**src/rtl/fifo_pkg.sv**
```systemverilog
// Shared types and helpers for the programmable FIFO family.
package fifo_pkg;

  // Read-port presentation mode.
  typedef enum logic {
    FIFO_STD  = 1'b0,
    FIFO_FWFT = 1'b1
  } fifo_mode_e;

  // Width needed to count 0..size inclusive.
  function automatic int unsigned fifo_lvl_w(input int unsigned size);
    return $clog2(size + 1);
  endfunction

endpackage

```
**src/rtl/fifo_wrap_ptr.sv**
```systemverilog
// Wrapping pointer counting 0..SIZE-1, advancing on inc.
//   clk, rst_n : clock, async active-low reset
//   inc        : advance by one (wraps SIZE-1 -> 0)
//   ptr        : current pointer value
module fifo_wrap_ptr #(
  parameter int unsigned SIZE = 16
) (
  input  logic                      clk,
  input  logic                      rst_n,
  input  logic                      inc,
  output logic [$clog2(SIZE)-1:0]   ptr
);

  localparam int unsigned PW = $clog2(SIZE);

  // Explicit wrap compare so non-power-of-two depths work.
  always_ff @(posedge clk or negedge rst_n) begin
    if (!rst_n) begin
      ptr <= '0;
    end else if (inc) begin
      ptr <= (ptr == PW'(SIZE - 1)) ? '0 : ptr + PW'(1);
    end
  end

endmodule

```
**src/rtl/sync_fifo_prog.sv**
```systemverilog
// Single-clock FIFO, any depth >= 2, standard or FWFT read, programmable
// almost-full/almost-empty, exact level, sticky overflow/underflow.
//   clk, rst_n                : clock, async active-low reset
//   wr_en, wr_data            : write request and data
//   wr_full, wr_almost_full   : level == SIZE, level >= AF_THRESH
//   rd_en, rd_data            : read/pop request and data
//   rd_empty, rd_almost_empty : level == 0, level <= AE_THRESH
//   level                     : exact entry count
//   err_clr                   : clears overflow/underflow
//   overflow, underflow       : sticky error flags
module sync_fifo_prog
  import fifo_pkg::*;
#(
  parameter int unsigned BITS      = 32,
  parameter int unsigned SIZE      = 16,
  parameter int          FWFT      = 0,
  parameter int          AF_THRESH = 12,
  parameter int          AE_THRESH = 2
) (
  input  logic                          clk,
  input  logic                          rst_n,
  input  logic                          wr_en,
  input  logic [BITS-1:0]               wr_data,
  output logic                          wr_full,
  output logic                          wr_almost_full,
  input  logic                          rd_en,
  output logic [BITS-1:0]               rd_data,
  output logic                          rd_empty,
  output logic                          rd_almost_empty,
  output logic [fifo_lvl_w(SIZE)-1:0]   level,
  input  logic                          err_clr,
  output logic                          overflow,
  output logic                          underflow
);

  localparam int unsigned LW   = fifo_lvl_w(SIZE);
  localparam int unsigned PW   = $clog2(SIZE);
  localparam fifo_mode_e  MODE = (FWFT == 1) ? FIFO_FWFT : FIFO_STD;
  localparam logic [LW-1:0] FULL_L = LW'(SIZE);
  localparam logic [LW-1:0] AF_L   = LW'(AF_THRESH);
  localparam logic [LW-1:0] AE_L   = LW'(AE_THRESH);

  // Elaboration-time parameter guard.
  if (SIZE < 2) begin : g_bad_size
    $error("sync_fifo_prog: SIZE must be >= 2");
  end
  if (AF_THRESH < 1 || AF_THRESH > int'(SIZE)) begin : g_bad_af
    $error("sync_fifo_prog: AF_THRESH must be in 1..SIZE");
  end
  if (AE_THRESH < 0 || AE_THRESH > int'(SIZE) - 1) begin : g_bad_ae
    $error("sync_fifo_prog: AE_THRESH must be in 0..SIZE-1");
  end
  if (FWFT != 0 && FWFT != 1) begin : g_bad_fwft
    $error("sync_fifo_prog: FWFT must be 0 or 1");
  end

  logic [BITS-1:0] mem [SIZE];
  logic [PW-1:0]   wr_ptr;
  logic [PW-1:0]   rd_ptr;
  logic            wr_acc;
  logic            rd_acc;

  // Flags decode only from the registered level.
  assign wr_full         = (level == FULL_L);
  assign rd_empty        = (level == '0);
  assign wr_almost_full  = (level >= AF_L);
  assign rd_almost_empty = (level <= AE_L);

  assign wr_acc = wr_en & ~wr_full;
  assign rd_acc = rd_en & ~rd_empty;

  fifo_wrap_ptr #(.SIZE(SIZE)) u_wr_ptr (
    .clk   (clk),
    .rst_n (rst_n),
    .inc   (wr_acc),
    .ptr   (wr_ptr)
  );

  fifo_wrap_ptr #(.SIZE(SIZE)) u_rd_ptr (
    .clk   (clk),
    .rst_n (rst_n),
    .inc   (rd_acc),
    .ptr   (rd_ptr)
  );

  // Storage: single write port, no reset.
  always_ff @(posedge clk) begin
    if (wr_acc) begin
      mem[wr_ptr] <= wr_data;
    end
  end

  // Level tracks accepted traffic; accept rules keep it within 0..SIZE.
  always_ff @(posedge clk or negedge rst_n) begin
    if (!rst_n) begin
      level <= '0;
    end else begin
      level <= level + LW'(wr_acc) - LW'(rd_acc);
    end
  end

  // Sticky errors; a new error in the clearing cycle wins.
  always_ff @(posedge clk or negedge rst_n) begin
    if (!rst_n) begin
      overflow  <= 1'b0;
      underflow <= 1'b0;
    end else begin
      overflow  <= (wr_en & wr_full)  | (overflow  & ~err_clr);
      underflow <= (rd_en & rd_empty) | (underflow & ~err_clr);
    end
  end

  // Read data presentation.
  if (MODE == FIFO_FWFT) begin : g_fwft
    assign rd_data = mem[rd_ptr];
  end else begin : g_std
    always_ff @(posedge clk or negedge rst_n) begin
      if (!rst_n) begin
        rd_data <= '0;
      end else if (rd_acc) begin
        rd_data <= mem[rd_ptr];
      end
    end
  end

endmodule

```
**config.mk**
```make
export PLATFORM = sky130hd
export DESIGN_NAME = sync_fifo_prog
export DESIGN_NICKNAME = d
export VERILOG_FILES = /design/src/rtl/fifo_pkg.sv /design/src/rtl/fifo_wrap_ptr.sv /design/src/rtl/sync_fifo_prog.sv
export SDC_FILE = /design/constraint.sdc
export NUM_CORES = 1
export LEC_CHECK = 0
export ABC_CLOCK_PERIOD_IN_PS = 3900
export CAP_MARGIN = 10
export CORE_ASPECT_RATIO = 1.25
export CORE_UTILIZATION = 49
export DETAILED_ROUTE_END_ITERATION = 16
export PLACE_DENSITY = 0.69
export RECOVER_POWER = 100
export SETUP_SLACK_MARGIN = 0.15
export SLEW_MARGIN = 20
export SYNTH_ARGS = -nofsm -noshare
export SYNTH_HDL_FRONTEND = slang
export SYNTH_HIERARCHICAL = 1
export SYNTH_SLANG_ARGS = --single-unit
```
**constraint.sdc**
```tcl
create_clock -name clk -period 3.9 [get_ports clk]
set_input_delay 0.39 -clock clk [delete_from_list [all_inputs] [get_ports clk]]
set_output_delay 0.39 -clock clk [all_outputs]
set_load 0.05 [all_outputs]
```
* After elaboration in Yosys (flattened, before gate mapping)
Memories as Yosys holds them, arrays and structs flattened. A register that Yosys moved wholly into a read port is not among the register bits.
Cells that the tools add are included.
** Storage, ports and cells
- Register bits :: 15
- RAM bits :: 512
- Input bits :: 37
- Memories :: 1
** Cells by class
- Add/sub/neg operators :: 4
- Magnitude comparators :: 2
- Equality and inequality tests :: 3
- Muxes and demuxes :: 4
- Bitwise logic cells :: 11
- Reduce and logical (&&, ||, !) cells :: 2
** Memories
- mem :: depth 16, bits a word 32, rd ports 1, clocked after Yosys merged registers in 1, wr ports 1, RTL line sync_fifo_prog.sv:57 : logic [BITS-1:0] mem [SIZE];
** Operators by type and width (count)
- 4-bit by 1-bit adder with 4-bit output (second input constant) :: 2
- 4-bit equality test (second input constant) :: 2
- 4-bit two-way mux :: 2
- 1-bit bitwise AND :: 6
- 5-bit by 1-bit adder with 5-bit output :: 1
- 5-bit equality test (second input constant) :: 1
- 5-bit by 4-bit greater-or-equal comparator with 1-bit output (second input constant) :: 1
- 5-bit by 2-bit less-or-equal comparator with 1-bit output (second input constant) :: 1
- 5-bit logical NOT :: 1
- 5-bit by 1-bit subtractor with 5-bit output :: 1
- 1-bit inverter :: 3
- 1-bit two-way mux :: 2
- 1-bit bitwise OR :: 2
- 1-bit logical NOT :: 1

* Depth between registers and ports, before layout
- Depth in word-level cells :: 5
- Depth in mapped cells :: 13

* Hierarchy
The synthesis kept the hierarchy.
** By module, submodules not included
- sync_fifo_prog :: instances 1, cells each 924, area an instance 21174.1 µm², sequential area each 16350.7 µm²
- fifo_wrap_ptr :: instances 2, cells each 17, area an instance 180.2 µm², sequential area each 100.1 µm²

* Worst setup path after synthesis
OpenSTA, ideal clock, no wires.
- Kind :: register to register
- Start point :: register level[2]
- End point :: memory mem[3][0], enable pin
- Data arrival time :: 4165 ps
- Required time :: 3439 ps
- Slack :: -726 ps
- Cell stages (with the launch flop) :: 8
- Period minus slack after synthesis :: 4626 ps
- Path through :: dfrtp_1 inv_1 ha_1 and4bb_1 nand2b_1 inv_2 nand3_1 nor3_1
** On the way
- Longest elaborated chain between the ends :: 5
** RTL lines
- from (decl) :: RTL line sync_fifo_prog.sv:30 : output logic [fifo_lvl_w(SIZE)-1:0] level,
- from (signal assigned) :: RTL line sync_fifo_prog.sv:98 : level <= level + LW'(wr_acc) - LW'(rd_acc);
- 5-bit equality test :: RTL line sync_fifo_prog.sv:64 : assign wr_full = (level == FULL_L);
- via wr_full :: RTL line sync_fifo_prog.sv:24 : output logic wr_full,
- 1-bit inverter :: RTL line sync_fifo_prog.sv:69 : assign wr_acc = wr_en & ~wr_full;
- 1-bit bitwise AND :: RTL line sync_fifo_prog.sv:69
- via wr_acc :: RTL line sync_fifo_prog.sv:60 : logic wr_acc;
- 1-bit two-way mux :: RTL line sync_fifo_prog.sv:88 : if (wr_acc) begin
- 1-bit two-way mux (not written as such) :: RTL line sync_fifo_prog.sv:89 : mem[wr_ptr] <= wr_data;
- to (decl) :: RTL line sync_fifo_prog.sv:57
The timed path passes the listed nets, and every way through them passes these cells.

* Worst setup path in the final report
- Start point :: register level[2]
- End point :: output rd_empty
** On the way
- Longest elaborated chain between the ends :: 1
** RTL lines
- 5-bit logical NOT :: RTL line sync_fifo_prog.sv:65 : assign rd_empty = (level == '0);
- to (decl) :: RTL line sync_fifo_prog.sv:28 : output logic rd_empty,
Every way passes these cells.

==> results.yml <==
status:
  status: "complete, no violations"
power_and_ir_drop:
  switchingPower_w: 0.00562
  pwr-share-seq: 0.431
  comb_power_share: 0.293
  p_per_area_nw_per_um2: 730
  clkPwrFrac: 0.276
  p_leak_nw: 7.93
  total_power_w: 0.0180
  peakVddDrop_uv: 396
  swShare: 0.312
  p_int_w: 0.0124
placement:
  dpl_cell_area_sq_um: 23300
  place_inst: 1589
  hpwl_um: 27000
  gp_congestion: 0.749
  io_buffers: 79
route:
  drt_wl_total_um: 44800
  dr.first_iter.drc_count: 897
  antenna_left: 0
  via_per_inst: 5.89
  drt_pass1_iterations: 5
  wl_per_cell_um: 26.6
  drc_errors: 0
  detailroute.via_count: 9934
cells_and_area:
  fill_cells: 3203
  nNetsFinal: 1129
  multi_input_area_sq_um: 4430
  diodes: 0
  drive_gt1_frac: 0.234
  syn2layout_area_growth_pct: 14.6
  post-route-cell-area_sq_um: 24700
  regArea_sq_um: 16600
  fin_cells: 1687
synth:
  synth_area_leaders: "edfxtp_1 (71%), mux4_2 (13%), dfrtp_1 (5.5%)"
  synthXorXnorAreaFrac: 0.00203
  synthAdderAreaFrac: 0.00790
  avgSynthCellArea_sq_um: 22.5
  synth-compound-area-share: 0.0356
  synthDistinctLibCells: 41
  synth-simple-area-share: 0.0175
  synth_most_common_cell: "edfxtp_1"
  synth_common_cells: "edfxtp_1 (512), mux4_2 (128), dfrtp_1 (47), nor2_1 (47)"
  syn_area_sq_um: 21500
  yosys.area.top_type: "edfxtp_1"
  syn-num-nets: 1008
  synth_top_area_frac: 0.714
  synthCells: 958
  ys.flop_type: "edfxtp_1"
  seq_area_frac_synth: 0.769
  synth-edff-count: 512
  synth-async-reset-ratio: 0.0841
  synth_seq_cells: 559
  synthMuxAreaShare: 0.150
  ys_warn_count: 6
  synth_top_family_by_area: "multiplexers"
worst_setup_path:
  crit_type: "reg -> out"
  cp.arrival_ns: 2.96
  required_ns: 3.51
  endpoint_kind: "primary output"
  worstSetupStartpointType: "flip-flop"
  worstPathMaxFanout: 5
floorplan:
  row_count: 85
  initial_utilization: 0.499
  die_x_um: 190
  core_area_sq_um: 43200
  dieArea_sq_um: 44800
  die_h_um: 236
  io_pins: 80
timing:
  worst_hold_slack_ns: 0.442
  finalHoldViolCount: 0
  max_freq_mhz: 299
  setup_tns_ns: 0
  final.period_utilization: 0.859
  slew_violations: 0
  setup_viol: 0
  period_needed_ns: 3.35
  worst_pin_slew_ns: 1.48
  fin_skew_ns: 0.0333
  slew_headroom: 0.0156
  rsz0062_at_grt: "no"
global_routing:
  track_usage: 0.209
  grt_pass1_vias: 10500
  antenna_found_initial: 0
  grt_pass1_wl_um: 68200
  grt_start_max_net_pins: 60
  grt_overflow: 0
clock_tree:
  numCtsBuffers: 52
  cts_resized: 0
  clock_path_buffers: 3
  h-tree-depth: 2
  postCtsHoldBufs: 1
  cts_tree: "yes"
  clock_latency_ns: 0.58
  clock-sinks: 559
  post_cts_buffers: 0
  cts-root-buf: "clkbuf_16"
  clk_pin_slew_ns: 0.06
hold_path:
  holdCritPathClass: "in -> reg"
flow_run:
  maxCapViolations: 0
## final timing paths
path	startpoint	to	slack, ns	depth (start not counted)
setup reg to reg	level[2]	mem[4][12]	0.73	7
min in group asynchronous	rst_n	rd_data[25]	0.70	2
max in group asynchronous	rst_n	u_rd_ptr/ptr[2]	1.46	3
hold reg to reg	underflow	underflow	0.53	2
hold / removal	err_clr	overflow	0.44	2
setup / recovery	level[2]	rd_empty	0.55	4
## registers in the layout, summed over array words and instances, names as in the netlist
| register | cells |
|---|---|
| mem | 512 |
| rd_data | 32 |
| level | 5 |
| u_rd_ptr/ptr | 4 |
| u_wr_ptr/ptr | 4 |
| overflow | 1 |
| underflow | 1 |
## cells by family after synthesis
kind of cell             Yosys count
AO/OA/AOI/OAI                     79
flip-flops                       559
adder cells (fa/ha/maj)           13
buffers and inverters             62
multiplexers                     162
AND/OR/NAND/NOR                   78
XOR/XNOR                           5
## metrics by stage
| step | util | setup slack [ns] |
|---|---|---|
| after floorplan | - | 0.0237 |
| after global placement | 0.539 | 1.09 |
| after detailed placement | 0.539 | 1.02 |
| after CTS | 0.579 | 0.993 |
| after global routing | 0.572 | 0.474 |
| final | 0.572 | 0.551 |
## routing by layer
| layer | global-route usage | routed length [um] | up-vias |
|---|---|---|---|
| met5 | 0 | 0 | - |
| li1 | - | - | 4268 |
| met2 | 0.358 | 23200 | 313 |
| met4 | 0.0572 | 1080 | 0 |
| met1 | 0.283 | 18500 | 5297 |
| met3 | 0.0256 | 2080 | 56 |
## final cells by class
| type | instances | area share |
|---|---|---|
| clock inverters | 32 | 0.0109 |
| multi-input cells | 337 | 0.180 |
| repair buffers | 117 | 0.0503 |
| well taps | 565 | 0.0286 |
| inverters | 12 | 0.00183 |
| flip-flops and latches | 559 | 0.671 |
| clock buffers | 65 | 0.0576 |
## critical path, cell delays in order, from the launching register on
cell and delay [ns]:
dfrtp_1 0.43, inv_1 0.12, ha_1 0.17, nor4b_1 0.70
dlygate4sd3_1 0.98
## cell usage in the layout, fill, tap and decap left out, types with 4 or more instances in the layout
cell type and count:
xnor2_1 4, dlygate4sd3_1 76, a21oi_1 4, o22ai_1 32, clkbuf_8 5, clkinv_1 8, clkbuf_2 6, clkinv_2 14
ha_1 12, edfxtp_1 512, inv_1 12, clkbuf_1 9, buf_12 15, nand2_1 7, bufinv_16 4, nor2_4 6
mux4_2 128, dfrtp_1 44, mux2i_1 32, clkbuf_16 53, a221oi_1 31, nand3_1 5, buf_4 15, nor2_1 41
o21ai_0 6
## power groups by stage
stage                     registers (W)  logic (W)  clock network [W]
after floorplan                 0.00833    0.00351                  0
after global placement          0.00790    0.00570                  0
after detailed placement        0.00792    0.00574                  0
after CTS                       0.00780    0.00576            0.00507
after global routing            0.00784    0.00564            0.00529
final                           0.00776    0.00528            0.00498
Note: power is estimated with default switching activity, not from simulation.
==> patch 1, RTL diff (same flow settings) <==
Set the parameter `BITS` to 36 (it was 32).
--- a/src/rtl/sync_fifo_prog.sv
+++ b/src/rtl/sync_fifo_prog.sv
@@ -13,3 +13,3 @@
 #(
-  parameter int unsigned BITS      = 32,
+  parameter int unsigned BITS      = 36,
   parameter int unsigned SIZE      = 16,
Interface: changed (resized rd_data and wr_data); port bits go from 80 to 88. The function was not compared with the original's and may differ.
==> patch 1 against the unedited design <==
- the flow now finishes with violations (capacitance limit, slew limit)
- cell area grew 12%
- cell count grew 11%
- wire length grew 15%
- total power grew 15%
- setup slack gained 0.033 ns
- non-clock buffer count grew 8
- utilization grew 0.098 points
- sequential share of layout area grew 0.083 points
- sequential cell count grew 68
- global-route usage grew 0.22 points
- maximum frequency grew 1.0%
- via count grew 10%
- area after synthesis grew 12%
- critical path type is now reg -> reg
- largest cell class unchanged
==> patch 1: results (changes against the unedited design) <==
crit path max fanout=24 (+19); slowest stage delay, CP=0.72 ns (-0.26 ns); share of post-route cells with drive strength above 1=0.235 (about the same); failing checks=capacitance limit, slew limit; adder-cell share of the synthesized area=0.00708 (-0.000827); top post-synthesis cells by area=edfxtp_1 72%, mux4_2 13%, dfrtp_1 5.3%; post-DP HPWL=31300 um (+16%); met3 WL=1790 um (-14%); status=finished with violations; WHS Endpoint=overflow$_DFF_PN0_; Worst EP required=4.14 ns (+0.63 ns); asr flop ratio synth=0.0813 (-0.00274); top flop regs=mem x576, rd_data x36, level x5; wire length on met1=19500 um (+5.4%); uppermost layer routed=met5; largest net degree at the start of global routing=52 (-13%); area fraction in compound gates after synthesis=0.0338 (-0.00180); Via density=5.84 (-0.84%); EDFF count, synth=576 (+13%); slowest CP cell=clkbuf_2; I/O Buffers=87 (+10%); switching pwr=6.40 mW (+14%); vias in the first global route=11751 (+12%); DP Area=25900 um2 (+11%); met2 WL=28100 um (+21%); Skew-Pair Late Insertion Delay=0.62 ns (+0.04 ns); initial drt markers=910 (+1.4%); FILL cells=3461 (+8.1%); Min Hold Slack=0.365 ns (-0.0766 ns); first-pass GRT wire length=76400 um (+12%); Placer Congestion=0.754 (+0.67%); max cap viols=1 (+1); Seq/Total Area, Yosys=0.772 (+0.00366); Crit path max-delay family=simple AND/OR/NAND/NOR gates; leakage power=8.85 nW (+12%); Crit Path Category=reg -> reg; GRT Total Usage=0.211 (+0.00221); top cell type's share of synthesized area=0.719 (+0.00521); Least-Margin Pin Slew=1.72 ns (+0.246 ns); Setup Skew=0.0210 ns (-0.0123 ns); xor-xnor portion of the synthesized cell area=0.00182 (-0.000213); Post-Layout Inst Area=27700 um2 (+12%); total routed wirelength=51400 um (+15%); Nets=1246 (+10%); worst reg-to-reg setup slack=0.58 ns (-0.15 ns); synth cell count leaders=576 x edfxtp_1, 144 x mux4_2, 51 x dfrtp_1, 51 x nor2_1; Final Max Tran Viols=52 (+52); mux cell area share after synthesis=0.151 (+0.000977)
==> patch 1: cell types whose count changed after synthesis, moves of 4 or more <==
cell and change:
dfrtp_1 +4, edfxtp_1 +64, mux2i_1 +4, mux4_2 +16
nor2_1 +4, clkbuf_1 -6, o22ai_1 +4, buf_2 +10
a221oi_1 +6
==> patch 1: layout make-up <==
type	count	area share
clock buffer	66	0.0532
timing repair buffer	125	0.0448
sequential	627	0.672
multi-input combinational	369	0.180
inverter	12	0.00163
tap	644	0.0291
clock inverter	37	0.0196
==> patch 1: power by group through the flow <==
stage / registers [mW] / clock network (mW) / logic, mW
floorplan: 9.32 / 0 / 3.87
global placement: 8.76 / 0 / 6.39
detailed placement: 8.80 / 0 / 6.44
CTS: 8.66 / 6.10 / 6.47
global route: 8.73 / 6.32 / 6.37
finish: 8.64 / 6.00 / 6.02
==> patch 1: routing by layer <==
| metal | vias to the layer above | global-route usage |
|---|---|---|
| li1 | 4733 | - |
| met1 | 5875 | 0.256 |
| met2 | 283 | 0.374 |
| met3 | 84 | 0.0256 |
| met4 | 2 | 0.103 |
| met5 | - | 0 |
==> patch 1: metrics by stage <==
| step | total power, mW | TNS [ns] | setup slack (ns) | std cells |
|---|---|---|---|---|
| 2_1_floorplan | 13.2 | -13.06 | -0.111 | 1064 |
| 3_3_place_gp | 15.2 | 0 | 0.937 | 1776 |
| 3_5_place_dp | 15.2 | 0 | 0.845 | 1776 |
| 4_1_cts | 21.2 | 0 | 0.826 | 1880 |
| 5_1_grt | 21.4 | 0 | 0.371 | 1880 |
| 6_report | 20.7 | 0 | 0.584 | 1880 |
==> patch 1: repair_timing <==
item,in CTS,in global routing
hold buffers,1,0
gates resized for setup,0,0
hold endpoints to repair,51,0
==> patch 2, RTL diff (same flow settings) <==
Without the edit above. Reset style: synchronous (`rst_n`), changed in 4 clocked blocks. Comments in the files are not updated.
--- a/src/rtl/fifo_wrap_ptr.sv
+++ b/src/rtl/fifo_wrap_ptr.sv
@@ -16,3 +16,3 @@
   // Explicit wrap compare so non-power-of-two depths work.
-  always_ff @(posedge clk or negedge rst_n) begin
+  always_ff @(posedge clk) begin
     if (!rst_n) begin
--- a/src/rtl/sync_fifo_prog.sv
+++ b/src/rtl/sync_fifo_prog.sv
@@ -93,3 +93,3 @@
   // Level tracks accepted traffic; accept rules keep it within 0..SIZE.
-  always_ff @(posedge clk or negedge rst_n) begin
+  always_ff @(posedge clk) begin
     if (!rst_n) begin
@@ -102,3 +102,3 @@
   // Sticky errors; a new error in the clearing cycle wins.
-  always_ff @(posedge clk or negedge rst_n) begin
+  always_ff @(posedge clk) begin
     if (!rst_n) begin
@@ -116,3 +116,3 @@
   end else begin : g_std
-    always_ff @(posedge clk or negedge rst_n) begin
+    always_ff @(posedge clk) begin
       if (!rst_n) begin
Behaviour: differs if rst_n is asserted again (counterexample within 4 cycles, from zero or initial values and one cycle with rst_n low); with rst_n held inactive, the same outputs for 4 cycles.
==> patch 2 against the unedited design <==
- cell area is essentially flat
- wire length decreased by 7.9%
- maximum frequency up 1.3%
- sequential cell count unchanged
- die area down 1.4%
- area after synthesis shrank 1.4%
- setup slack gained 0.043 ns
- the run now ends with capacitance limit, slew limit left
Power is not compared: it rests on default switching activity, and its combinational part moved more than twofold at a synthesized area within 25%.
==> patch 2: results (changes against the unedited design) <==
Nets=1132 (+0.27%); synth cell count leaders=512 x edfxtp_1, 128 x mux4_2, 51 x nor2_1, 47 x dfxtp_1, 34 x mux2i_1; met1 Use GR=0.252 (-0.0309); ANT cells=0 (unchanged); TritonRoute pass-1 iters=5 (unchanged); syn nets=1012 (+0.40%); Unique masters post-synth=35 (-15%); Min Hold Slack=0.477 ns (+0.0356 ns); met3 usage=0.0299 (+0.00428); status=finished with violations; Setup Skew=0.0252 ns (-0.00807 ns); worst reg-to-reg setup slack=0.59 ns (-0.14 ns); Seq/Total Area, Yosys=0.769 (about the same); top post-synthesis cells by area=edfxtp_1 72%, mux4_2 14%, dfxtp_1 4.4%; WHS Endpoint=rd_data[3]$_SDFFE_PN0P_; crit share post-route=0.848 (-0.0109); FILL cells=3003 (-6.2%); met2 WL=21800 um (-6.1%); met2 Use GR=0.339 (-0.0184); top flop regs=mem x512, rd_data x32, level x5; r2r startpoint=level[2]$_SDFF_PN0_; failing checks=capacitance limit, slew limit; I/O Buffers=79 (unchanged); initial antenna violation count=0 (unchanged); post-DP HPWL=23400 um (-13%); total CTS buffers=52 (unchanged); WL per Instance=24.5 um (-7.8%); mux cell area share after synthesis=0.169 (+0.0191); Hold WC Path Type=reg -> reg; area fraction in compound gates after synthesis=0.0206 (-0.0150); largest net degree at the start of global routing=89 (+48%); first-pass GRT wire length=63900 um (-6.4%); Final Max Tran Viols=33 (+33); Reg clk slew, reported paths=0.07 ns; Least-Margin Pin Slew=1.84 ns (+0.358 ns); adder-cell share of the synthesized area=0.00802 (+0.000116); GRT Total Usage=0.194 (-0.0152); Post-CTS Setup Bufs=0 (unchanged); vias in the first global route=10362 (-1.1%); GRT Residual Overflow=0 (unchanged); wire length on met1=17000 um (-7.8%); Worst Hold Depth=1 (-1); H-tree levels=2 (unchanged); Placer Congestion=0.739 (-1.3%); Hold Path Origin=rd_data[3]$_SDFFE_PN0P_; share of post-route cells with drive strength above 1=0.251 (+0.0169); worst reg2reg path depth=8 (+1); crit path max fanout=15 (+10); max cap viols=1 (+1); CP Capture Point=mem[7][23]$_DFFE_PP_; xor-xnor portion of the synthesized cell area=0.00165 (-0.000383); initial drt markers=861 (-4.0%); asr flop ratio synth=0 (-0.0841); Via density=5.75 (-2.3%); pre-CTS WS=0.842 ns (-0.180 ns); met3 WL=1710 um (-18%); gr busiest metal=met2; crit path DAT=3.56 ns (+0.60 ns)
## patch 2: cell types whose count changed in the layout (fill, tap and decap cells not counted), moves of 17 or more
cell | before | now
clkbuf_1 | 9 | 26
dfxtp_1 | 0 | 44
a221o_1 | 0 | 33
mux2_2 | 2 | 32
a221oi_1 | 31 | 0
o22ai_1 | 32 | 0
dfrtp_1 | 44 | 0
## patch 2: area by class of cell
type	instances	area, um2	area share
clock buffers	78	1500	0.0608
inverters	9	33.8	0.00137
repair buffers	112	1070	0.0436
flip-flops and latches	559	16300	0.662
multi-input cells	348	4740	0.192
well taps	559	699	0.0284
clock inverters	20	288	0.0117
## patch 2: worst max-delay path: stages, from the launching register on
cell      delay, ns
dfxtp_1        0.40
inv_1          0.10
ha_1           0.22
nor4bb_1       0.16
nand2b_1       0.23
inv_1          0.28
nand3_1        0.31
nor2_2         0.84
clkbuf_2       0.45
## patch 2: power by group
group	internal, mW	switching [mW]	leakage, nW
sequential	6.81	0.192	5.01
combinational	1.08	1.42	1.90
clock	3.07	2.14	0.866
## patch 2: stage by stage
stage	std cells	power, mW	utilization	cell area (um2)
2_1_floorplan	962	8.96	-	21300
6_report	1685	14.7	0.582	24700
3_5_place_dp	1587	9.77	0.543	23000
4_1_cts	1685	14.9	0.585	24800
3_3_place_gp	1587	9.74	0.543	23000
5_1_grt	1685	15.2	0.582	24700
## patch 2: cells by family after synthesis
group,Yosys count
AO/OA/AOI/OAI,49
XOR/XNOR,4
adder cells (fa/ha/maj),13
buffers and inverters,55
flip-flops,559
multiplexers,194
AND/OR/NAND/NOR,88
